[src/rtl/axi_slave_rr_arbiter.sv]
// Round-robin, transaction-locked arbiter for one shared AXI slave port.
// Holds the grant from address issue to completion, with a watchdog release.
module axi_slave_rr_arbiter #(
  parameter int unsigned NB_REQ  = 3,
  parameter int unsigned IDX_W   = 2,
  parameter int unsigned TIMEOUT = 1024,
  parameter int unsigned TO_W    = 11
) (
  input  logic              clk,
  input  logic              rst,
  input  logic [NB_REQ-1:0] req_i,
  output logic [NB_REQ-1:0] gnt_o,
  output logic [IDX_W-1:0]  gnt_idx_o,
  output logic              addr_valid_o,
  input  logic              addr_ready_i,
  input  logic              done_i,
  output logic              busy_o,
  output logic              timeout_o
);

  typedef enum logic [1:0] {
    IDLE = 2'd0,
    ADDR = 2'd1,
    DATA = 2'd2
  } state_t;

  state_t           state;
  logic [IDX_W-1:0] ptr;
  logic [TO_W-1:0]  wd;
  logic [IDX_W-1:0] pick_idx;
  logic             pick_vld;
  logic             wd_expire;
  int unsigned      ptr_w;

  // Round-robin pick: first requester above ptr, otherwise wrap to the lowest.
  always_comb begin
    pick_idx = '0;
    pick_vld = 1'b0;
    ptr_w    = 32'(ptr);
    for (int unsigned i = 0; i < NB_REQ; i++) begin
      if (!pick_vld && req_i[i] && (i > ptr_w)) begin
        pick_vld = 1'b1;
        pick_idx = IDX_W'(i);
      end
    end
    for (int unsigned i = 0; i < NB_REQ; i++) begin
      if (!pick_vld && req_i[i]) begin
        pick_vld = 1'b1;
        pick_idx = IDX_W'(i);
      end
    end
  end

  assign wd_expire    = (TIMEOUT != 0) && (wd == TO_W'(TIMEOUT - 1));
  assign addr_valid_o = (state == ADDR) && |(req_i & gnt_o);

  always_ff @(posedge clk or posedge rst) begin
    if (rst) begin
      state     <= IDLE;
      gnt_o     <= '0;
      gnt_idx_o <= '0;
      busy_o    <= 1'b0;
      timeout_o <= 1'b0;
      ptr       <= IDX_W'(NB_REQ - 1);
      wd        <= '0;
    end else begin
      timeout_o <= 1'b0;
      case (state)
        IDLE: begin
          if (pick_vld) begin
            state     <= ADDR;
            gnt_o     <= NB_REQ'(1) << pick_idx;
            gnt_idx_o <= pick_idx;
            busy_o    <= 1'b1;
          end
        end
        ADDR: begin
          if (addr_valid_o && addr_ready_i) begin
            state <= DATA;
            wd    <= '0;
          end else if (!addr_valid_o) begin
            // Requester withdrew before acceptance: release without moving ptr.
            state     <= IDLE;
            gnt_o     <= '0;
            gnt_idx_o <= '0;
            busy_o    <= 1'b0;
          end
        end
        DATA: begin
          if (done_i || wd_expire) begin
            state     <= IDLE;
            ptr       <= gnt_idx_o;
            gnt_o     <= '0;
            gnt_idx_o <= '0;
            busy_o    <= 1'b0;
            timeout_o <= !done_i;
          end else begin
            wd <= wd + TO_W'(1);
          end
        end
        default: begin
          state     <= IDLE;
          gnt_o     <= '0;
          gnt_idx_o <= '0;
          busy_o    <= 1'b0;
        end
      endcase
    end
  end

endmodule

[config.mk]
export PLATFORM = sky130hd
export DESIGN_NAME = axi_slave_rr_arbiter
export DESIGN_NICKNAME = d
export VERILOG_FILES = /design/src/rtl/axi_slave_rr_arbiter.sv
export SDC_FILE = /design/constraint.sdc
export NUM_CORES = 1
export LEC_CHECK = 0
export CORE_ASPECT_RATIO = 0.9
export CORE_MARGIN = 2
export CORE_UTILIZATION = 55
export DETAILED_ROUTE_END_ITERATION = 7
export GPL_ROUTABILITY_DRIVEN = 0
export PLACE_DENSITY_LB_ADDON = 0.2
export SLEW_MARGIN = 40
export SYNTH_ARGS = -nofsm -noshare
export SYNTH_HDL_FRONTEND = slang
export SYNTH_SLANG_ARGS = --single-unit
[constraint.sdc]
create_clock -name clk -period 2.45 [get_ports clk]
set_clock_uncertainty 0.05 [all_clocks]
set_input_delay 0.3675 -clock clk [delete_from_list [all_inputs] [get_ports clk]]
set_output_delay 0.3675 -clock clk [all_outputs]
set_load 0.05 [all_outputs]
# After elaboration in Yosys (flattened, before gate mapping)
# Index checks and enable logic that the tools add are counted.
[word_totals] latchBits=0 ramBits=0 n_memories=0 regBits=22 rom_bits=0 out_inout_bits=8
[op_classes] n_mux=33 multipliers=0 n_div=0 addsub=1 shift=1 bitwise=1 n_eq_ne=10 order_cmp=2 reduce_logical=21
[op_table] cell="$mux 11" count=2
[op_table] cell="$pmux 11 s2" count=1
[op_table] cell="$mux 2" count=10
[op_table] cell="$mux 1" count=12
[op_table] cell="$mux 3" count=4
[op_table] cell="$pmux 2 s3" count=2
[op_table] cell="$add 11x1->11 const B" count=1
[op_table] cell="$eq 11x10->1 const B" count=1
[op_table] cell="$ne 2x2->1 const B" count=5
[op_table] cell="$pmux 3 s3" count=1
[op_table] cell="$logic_and 1x1->1" count=8
[op_table] cell="$reduce_and 3->1" count=2
[op_table] cell="$logic_not 1->1" count=5
[op_table] cell="$reduce_and 4->1" count=1
[op_table] cell="$and 3x3->3" count=1
[op_table] cell="$ne 3x2->1 const B" count=1
[op_table] cell="$pmux 1 s3" count=1
[op_table] cell="$reduce_or 3->1" count=1
[op_table] cell="$shl 1x2->3 const A" count=1
[op_table] cell="$eq 2x1->1 const B" count=1
[op_table] cell="$eq 2x2->1 const B" count=1
[op_table] cell="$gt 1x2->1 const A" count=1
[op_table] cell="$gt 2x2->1 const A" count=1
[op_table] cell="$logic_not 2->1" count=1
[op_table] cell="4 further kinds" count=4

# Depth between registers and ports, before layout
[depth] depth_word=19 ltp_mapped=7

# Worst setup path after synthesis
# Ideal clock, no wire load.
[synth_path] path_kind="reg2out" start="reg gnt_o[1]" end="out addr_valid_o" arrival_ps=1579 path_stages_with_launch=3 path_slack_ps=454 n_path_buf=0 path_cell_list="dfrtp_1 > a222oi_1 > nor2_1"
[synth_between] elab_chain_len=3
[synth_lines] item="from (decl)" line="12" rtl="output logic [NB_REQ-1:0] gnt_o,"
[synth_lines] item="from (signal assigned)" line="72" rtl="gnt_o <= NB_REQ'(1) << pick_idx;"
[synth_lines] item="$and 3x3->3" line="55" rtl="assign addr_valid_o = (state == ADDR) && |(req_i & gnt_o);"
[synth_lines] item="$reduce_or 3->1" line="55"
[synth_lines] item="$logic_and 1x1->1" line="55"
[synth_lines] item="to (decl)" line="14" rtl="output logic addr_valid_o,"
# Every way passes these cells.

# Final worst setup path
[layout_path] start="in req_i[1]" end="out addr_valid_o"
[layout_between] elab_chain_len=3
[layout_lines] item="from (decl)" line="11" rtl="input logic [NB_REQ-1:0] req_i,"
[layout_lines] item="$and 3x3->3" line="55"
[layout_lines] item="$reduce_or 3->1" line="55"
[layout_lines] item="$logic_and 1x1->1" line="55"
# Every way passes these cells.

==> flow_metrics.env <==
export IMPL_register_area_um2=552
export IMPL_grt_pass1_wl_um=4690
export IMPL_antenna_found_initial=0
export IMPL_timing_fmax_mhz=462
export IMPL_grt_pass1_vias=1027
export IMPL_rows=16
export IMPL_hold_path_class="in -> async"
export IMPL_drc=0
export IMPL_core_area_mm2=0.00222
export IMPL_ios=15
export IMPL_clk_path_buf_depth=2
export IMPL_yosys_warnings=0
export IMPL_wl_um=2860
export IMPL_post_drt_wl_per_cell_um=15.6
export IMPL_slew_headroom_pct=55.0
export IMPL_status="completed"
export IMPL_required_ns=2.03
export IMPL_power_density_mw_per_mm2=940
export IMPL_reg2reg_setup_slack_ns=0.43
export IMPL_ant_nets=0
export IMPL_cts_buffers_inserted=3
export IMPL_hold_viol_final=0
export IMPL_drt_pass1_iter_count=4
export IMPL_overflow=0
export IMPL_period_minus_slack_ns=2.16
export IMPL_hpwlAfterDp_um=2100
export IMPL_min_period_over_period_pct=88.3
export IMPL_area_delta_synth_final_pct=15.9
export IMPL_slew_violations=0
export IMPL_crit_end="addr_valid_o"
export IMPL_portBuffers=14
export IMPL_layout_nets=168
export IMPL_reg2reg_depth=7
export IMPL_synthCells=138
export IMPL_max_cap_violations=0
export IMPL_final_layout_size_suffix_gt1_share_pct=11.5
export IMPL_crit_type="in -> out"
export IMPL_p_leak_nw=0.666
export IMPL_ys_types=44
export IMPL_yosysSeqAreaShare_pct=41.6
export IMPL_vias=1170
export IMPL_die_area_mm2=0.00282
export IMPL_finalSetupViolCount=0
export IMPL_cts_tree="built"
export IMPL_die_h_um=50.6
export IMPL_drtIter0Drc=48
export IMPL_path_max_fanout=7
export IMPL_ir_drop_mv=0.874
export IMPL_r2r_start="wd[0]"
export IMPL_syn_nets=149
export IMPL_cts_sink_count=22
export IMPL_ctsResizeCount=0
export IMPL_fillCellCount=171
export IMPL_grtUsageTotal_pct=21.9
export IMPL_multi_input_area_um2=707
export IMPL_root_buffer="clkbuf_4"
export IMPL_rsz0062_at_grt="no"
export IMPL_clock_latency_ns=0.32
export IMPL_endpoint_kind="output pin"
export IMPL_post_cts_buffers=0
export IMPL_syn_area_per_cell_um2=9.60
export IMPL_initial_utilization_pct=59.6
export IMPL_htree_levels=1
export IMPL_worstMarginPinSlew_ns=0.671
export IMPL_ctsHoldBuffers=0
export IMPL_syn_area_mm2=0.00133
export IMPL_num_antenna_cells=0
export IMPL_start_kind="input pin"
export IMPL_tns_ns=0
export IMPL_crit_start="req_i[1]"
export IMPL_grt_max_degree=14
export IMPL_ys_seq_elements=22
export IMPL_clk_pin_slew_worst_paths_ns=0.13
export IMPL_worstPathArrival_ns=1.75
export IMPL_routed_via_density=6.39
export IMPL_die_w_um=55.7
export IMPL_r2r_end="gnt_o[2]"
export IMPL_utilization_pct=69.1
[how the worst min path moves through the flow]
stage	start	to	slack [ns]
after floorplan	rst	busy_o	0.31
after global placement	wd[10]	wd[10]	0.44
after detailed placement	wd[10]	wd[10]	0.45
after CTS	rst	wd[2]	0.30
after global routing	rst	wd[2]	0.32
final	rst	wd[2]	0.29
[registers in the layout, summed over array words and instances, names as in the netlist]
register	cells
busy_o	1
gnt_idx_o	2
gnt_o	3
ptr	2
state	2
timeout_o	1
wd	11
[per-layer routing]
metal  global-route usage [%]  routed length, µm  up-vias  share of wire (%)
met5                        0                  0        -                  0
met1                     31.0               1390      566                 48
met2                     32.7               1280       41                 45
met3                     5.41                164        5                5.7
met4                     7.32                 30        0                1.0
li1                         -                  -      558                  -
[power by group]
group	leakage (nW)	switching [mW]	internal [mW]
clock	0.0150	0.108	0.0636
combinational	0.357	0.491	0.288
sequential	0.295	0.0557	0.437
total	0.666	0.655	0.788
[kinds of logic after synthesis]
kind of cell               share of synthesized area [%]
adders and majority gates                           3.78
AOI/OAI and AO/OA                                   23.8
buffers and inverters                               5.00
DFF                                                 41.6
muxes                                               6.80
and+or+nand+nor                                     19.0
[stage by stage]
stage               std cells  hold WS, ns  instance area [µm²]  total power, mW  setup WS, ns
floorplan                 138        0.306                 1330             1.05         0.454
global placement          179        0.443                 1510             1.26         0.257
detailed placement        179        0.448                 1510             1.27         0.211
CTS                       183        0.296                 1540             1.45         0.317
global route              183        0.321                 1540             1.53         0.211
finish                    183        0.286                 1540             1.44         0.286
[area by class of cell]
cell class                 count  share of cell area (%)
clock buffer                   4                    1.71
inverter                      13                    3.18
multi-input combinational     99                    46.0
sequential                    22                    35.9
tap                           27                    2.20
timing repair buffer          18                    10.9
[layout by cell type, fill, tap and decap left out, drive strengths merged, types with 2 or more instances in the layout]
cell type / synthesis / routed
nand2b: 4 / 4
nor2: 4 / 4
a21o: 3 / 3
a21oi: 6 / 6
clkdlybuf4s50: 0 / 13
a41oi: 2 / 2
o31ai: 2 / 2
mux2: 2 / 2
mux2i: 6 / 6
a31oi: 2 / 2
and4: 2 / 2
nor2b: 3 / 3
inv: 12 / 12
nand2: 11 / 11
buf: 2 / 5
ha: 4 / 4
o22ai: 2 / 2
clkbuf: 2 / 4
o21ai: 7 / 7
nand3: 7 / 7
nor3: 2 / 2
dfrtp: 21 / 21
nand4: 8 / 8
o311ai: 4 / 4
o211ai: 5 / 5
[cells in the mapped netlist, drive strengths merged]
cell    instances  area share, %
o22ai           2           0.94
or2             1           0.47
inv            12            3.4
a21o            3            1.7
mux2            2            2.3
a222oi          1           0.76
and4            2            1.3
nor2            4            1.1
nand4           8            3.8
buf             2           0.76
clkbuf          2           0.57
ha              4            3.8
o31ai           2            1.5
mux2i           6            4.5
o21ai           7            2.9
dfrtp          21             40
or4             1           0.57
and3            1           0.47
a31oi           2            1.4
o211a           1           0.76
a21oi           6            3.1
a21bo           1           0.76
a221oi          1           0.66
o211ai          5            2.8
nor2b           3            1.4
dfstp           1            2.0
nand2          11            3.1
nand2b          4            1.9
o21a            1           0.57
a31o            1           0.66
clkinv          1           0.28
nor4b           1           0.66
a22o            1           0.66
a41oi           2            1.3
nor3            2           0.76
a211oi          1           0.57
o311ai          4            2.6
or4b            1           0.76
nand3           7            2.6
[critical path, stage by stage]
cell	delay, ns
clkdlybuf4s50_1	0.51
a222oi_1	0.58
nor2_1	0.08
buf_4	0.21
Power figures use the tool's default switching activity.
